$ cat config.mk
export PLATFORM = sky130hd
export DESIGN_NAME = mem_wb
export DESIGN_NICKNAME = d
export VERILOG_FILES = /design/src/rtl/mem_wb.sv
export SDC_FILE = /design/constraint.sdc
export NUM_CORES = 1
export LEC_CHECK = 0
export BUFFER_PORTS_ARGS = -buffer_cell sky130_fd_sc_hd__buf_2
export CAP_MARGIN = 5
export CORE_MARGIN = 8
export CORE_UTILIZATION = 46
export DETAILED_ROUTE_END_ITERATION = 16
export PLACE_DENSITY = 0.8
export SLEW_MARGIN = 20
export SYNTH_ARGS = -nofsm -noshare
export SYNTH_HDL_FRONTEND = slang
export SYNTH_SLANG_ARGS = --single-unit
$ cat constraint.sdc
create_clock -name clk -period 2.6 [get_ports clk]
set_input_delay 0.52 -clock clk [delete_from_list [all_inputs] [get_ports clk]]
set_output_delay 0.52 -clock clk [all_outputs]
set_load 0.02 [all_outputs]
$ cat src/rtl/mem_wb.sv
// MEM/WB pipeline register: latches MEM results for writeback under stall/flush
// control and counts instructions retired into WB.
module mem_wb #(
   parameter int DATA_W = 32,
   parameter int ADDR_W = 5,
   parameter int CNT_W  = 32
) (
   input  logic              clk,
   input  logic              rst,
   input  logic [5:0]        stall,
   input  logic              flush,
   input  logic              mem_valid,
   input  logic [DATA_W-1:0] mem_wdata,
   input  logic [ADDR_W-1:0] mem_wd,
   input  logic              mem_wreg,
   input  logic              mem_whilo,
   input  logic [DATA_W-1:0] mem_hi,
   input  logic [DATA_W-1:0] mem_lo,
   input  logic              mem_llbit_we,
   input  logic              mem_llbit_value,
   output logic [DATA_W-1:0] wb_wdata,
   output logic [ADDR_W-1:0] wb_wd,
   output logic              wb_wreg,
   output logic              wb_whilo,
   output logic [DATA_W-1:0] wb_hi,
   output logic [DATA_W-1:0] wb_lo,
   output logic              wb_llbit_we,
   output logic              wb_llbit_value,
   output logic [CNT_W-1:0]  retire_cnt
);

   logic [DATA_W-1:0] r_wdata, r_hi, r_lo;
   logic [ADDR_W-1:0] r_wd;
   logic              r_wreg, r_whilo, r_llbit_we, r_llbit_value;
   logic [CNT_W-1:0]  r_cnt;
   logic              w_bubble, w_capture;
   logic              w_unused_stall;

   // Only the MEM/WB stall bits matter here; stall[4]=0 always captures.
   assign w_bubble       = flush | (stall[4] & ~stall[5]);
   assign w_capture      = ~stall[4];
   assign w_unused_stall = ^stall[3:0];

   always_ff @(posedge clk) begin
      if (rst || w_bubble) begin
         r_wdata       <= '0;
         r_wd          <= '0;
         r_wreg        <= 1'b0;
         r_whilo       <= 1'b0;
         r_hi          <= '0;
         r_lo          <= '0;
         r_llbit_we    <= 1'b0;
         r_llbit_value <= 1'b0;
      end else if (w_capture) begin
         r_wdata       <= mem_wdata;
         r_wd          <= mem_wd;
         // $zero is never written, whatever MEM says
         r_wreg        <= mem_wreg & (mem_wd != '0);
         r_whilo       <= mem_whilo;
         r_hi          <= mem_hi;
         r_lo          <= mem_lo;
         r_llbit_we    <= mem_llbit_we;
         r_llbit_value <= mem_llbit_value;
      end
   end

   always_ff @(posedge clk) begin
      if (rst)
         r_cnt <= '0;
      else if (!w_bubble && w_capture && mem_valid)
         r_cnt <= r_cnt + 1'b1;
   end

   assign wb_wdata       = r_wdata;
   assign wb_wd          = r_wd;
   assign wb_wreg        = r_wreg;
   assign wb_whilo       = r_whilo;
   assign wb_hi          = r_hi;
   assign wb_lo          = r_lo;
   assign wb_llbit_we    = r_llbit_we;
   assign wb_llbit_value = r_llbit_value;
   assign retire_cnt     = r_cnt;

endmodule

==> results.txt <==
* Total clock sinks: 137
- Max-slew violation count: 0
- For this run, the detailed router's first-pass iteration total came to 4.
- Walking the worst path, the cells encountered are ha_1 > nand4bb_1 > or4b_1 > or4_1 > a21oi_1.
- Synthesis produced a netlist with a net count of 644.
- On the worst path, the slowest cell contributes a delay of 0.68 ns.
- Die Area: 0.0150 sq mm
* Synth cell types: 33
* Post-CTS repair timing setup buffer count: 0
- The worst setup path is launched from a register.
* Post-route core utilization: 0.642
- Highest metal layer with signal wires: met5
- CP delay by family, top: simple AND/OR/NAND/NOR gates
- The number of buffers and inverters on the critical path is 0.
* Vias per cell: 5.16
- In the final layout, the share of cells above drive strength 1 is 0.364.
- Maximum number of buffers from clock root to sink: 2
* Worst endpoint data arrival time: 2.62 ns
- Detailed routing inserted a total of 4759 vias.
- Routability-driven placement finished with a final weighted congestion of 0.806.
- Of the synthesized area, sequential elements account for 0.526.
* RSZ-0062 raised after global routing: no
* Number of instances in the synthesized netlist: 528
- Of all nets on the critical path, the largest fanout is 8.
- The die is 122 um tall.
* Later-pin clock latency in the skew report: 0.41 ns
- Measured against its own limit, the worst slew margin works out to 0.489.
- Antenna Cells: 0
- Congestion Overflow GR: 0
* Max_cap viols: 0
* Flip-flop and latch count after synthesis: 137
* Total CTS buffers: 17
- Maximum clock skew at final layout: 0.00606 ns
- Largest net degree at the start of global routing: 106
- Net count of the finished layout: 883
- Number of buffer cells added on primary ports: 247
* TritonCTS clock tree: done
* Number of cell rows: 39
- The finished layout holds 923 standard cells, fillers aside.
* Number of antenna violations at the first check in global routing: 1
- HP Class: input port to register
- The cell area that synthesis handed to floorplanning was 0.00521 sq mm.
- H-tree level count: 4
- Core ar.: 0.0112 sq mm
- Hold repair after CTS inserted 0 buffers.
- Crit Path Class: register to register
* Drt wl/cell: 16.4 um
- For this run, the number of Yosys warnings is 0.
- Setup violations remaining at the end of the flow were counted as 0.
- After clock tree synthesis, the clock-pin slew on the worst setup and hold paths is 0.06 ns.
* Data required time at the worst endpoint: 2.94 ns
- Inst Count DP: 891
- Leaving out fill and tap cells, the most frequent cell in the layout is buf_2.
- Commonest non-fill, non-tap cells in the layout: buf_2, dfxtp_1, nor2_1, mux2i_1, a21oi_1
* Number of placed I/O pins: 252
* Total power divided by cell area: 702 mW/mm^2
- Static timing analysis puts the maximum clock frequency at 438 MHz.
* Antenna Nets Post-Route: 0
- The worst setup path is captured at a register.
* Met2 Routed Length: 7.56 mm
- After detailed routing, the wire length on met1 is 5.69 mm.
* HPWL after detailed placement: 11.3 mm
* Mean Syn Cell Area: 9.87 sq um
- Outcome: complete, no violations
- Drt drc: 0
* Global-route wire length before repair: 23.4 mm
* Cell type of the slowest stage on the worst timing path: or4b_1
- Compared with the post-synthesis result, the final layout area differs by 38.2%.
- Global-route total usage across every layer: 0.197
* Period utilisation layout: 0.879
- Die width: 122 um
* Total power: 5.06 mW
* Via count of the first global-routing pass: 4772
- The first routing iteration left 337 violations.
- Wires add up to 15.2 mm.
- After detailed routing, the met3 layer carries 1.52 mm of wire.
- For the final routed database, the setup TNS stands at 0 ns.
* Maximum vdd ir drop: 0.577 mV
* Clock root buffer: clkbuf_16
- For the pin with the worst max-slew slack, the measured transition is 0.767 ns.
- The initial utilization of the core area, before any placement, comes to 0.464.
* Min Clock Period, post-route: 2.29 ns
- Cell leakage power: 3.53 nW
- Final number of hold-violating endpoints: 0
* Number of gates given a new drive strength after cts: 0
[routing by layer]
metal  vias to the layer above  GRT usage
met2                       208      0.332
li1                       2316          -
met5                         -          0
met4                         2     0.0883
met1                      2202      0.208
met3                        31     0.0902
[worst min-delay path, cell delays in order]
cell	delay, ns
buf_2	0.07
mux2i_1	0.05
nor2_1	0.07
[final timing paths]
check,from,to,slack [ns],cells after the start
hold reg to reg,wb_wreg,wb_wreg,0.48,2
setup / recovery,retire_cnt[0],retire_cnt[26],0.31,5
setup reg to reg,retire_cnt[0],retire_cnt[26],0.31,5
hold / removal,mem_wdata[26],wb_wdata[26],0.34,3
[metrics by stage]
stage               cell area (sq um)  setup WS, ns  hold WS [ns]
global route                     7200         0.194         0.329
detailed placement               6580         0.150         0.476
floorplan                        5210         0.276         0.541
CTS                              7200         0.330         0.322
global placement                 6580         0.157         0.451
finish                           7200         0.315         0.337
[state kept, by name, indices dropped and copies added (netlist names)]
name	count
wb_wd	5
wb_wreg	1
wb_hi	32
wb_whilo	1
wb_llbit_value	1
wb_wdata	32
wb_llbit_we	1
wb_lo	32
retire_cnt	32
[Yosys cell counts]
| master | n | area (sq um) |
|---|---|---|
| and3_1 | 3 | 18.8 |
| o211ai_1 | 1 | 7.51 |
| nor4_1 | 2 | 12.5 |
| o21ai_1 | 1 | 5.00 |
| o21ai_0 | 9 | 45.0 |
| inv_1 | 5 | 18.8 |
| buf_2 | 1 | 5.00 |
| and4_1 | 5 | 43.8 |
| clkbuf_1 | 28 | 105 |
| nand4bb_1 | 1 | 11.3 |
| xnor2_1 | 6 | 52.6 |
| or4_1 | 13 | 97.6 |
| nor2_1 | 116 | 435 |
| nand3_1 | 8 | 40.0 |
| and2_1 | 1 | 6.26 |
| buf_6 | 1 | 11.3 |
| mux2i_1 | 104 | 1040 |
| nor3_1 | 3 | 15.0 |
| xor2_1 | 4 | 35.0 |
| dfxtp_1 | 137 | 2740 |
| or3b_1 | 1 | 8.76 |
| nor2b_1 | 1 | 6.26 |
| nor4bb_1 | 1 | 10.0 |
| nor3b_2 | 1 | 12.5 |
| o31ai_1 | 11 | 82.6 |
| or4b_1 | 1 | 10.0 |
| nand2_1 | 15 | 56.3 |
| ha_1 | 1 | 12.5 |
| a21oi_1 | 22 | 110 |
| buf_1 | 3 | 11.3 |
| nand4_1 | 12 | 75.1 |
| or3_1 | 9 | 56.3 |
| mux2_2 | 1 | 11.3 |
[kinds of logic (layout without fill, tap and decap cells)]
group | count (synthesis) | in the layout | synth area share
compound gates | 44 | 44 | 0.0480
xor+xnor | 10 | 10 | 0.0168
flops | 137 | 137 | 0.526
mux | 105 | 105 | 0.202
simple gates | 193 | 193 | 0.176
buf+inv | 38 | 290 | 0.0290
fa+ha+maj | 1 | 1 | 0.00240
[where the power goes]
group | switching, mW | internal [mW]
registers | 0.0243 | 2.15
logic | 0.222 | 0.179
clock network | 0.850 | 1.64
total | 1.10 | 3.96
[layout make-up]
type / instances / area [sq um]
clock buffer: 26 / 509
fill: 922 / 4020
timing repair buffer: 253 / 1310
multi-input combinational: 353 / 2330
inverter: 5 / 18.8
tap: 143 / 179
sequential: 137 / 2740
clock inverter: 6 / 110
Note: power is estimated with default switching activity, not from simulation.
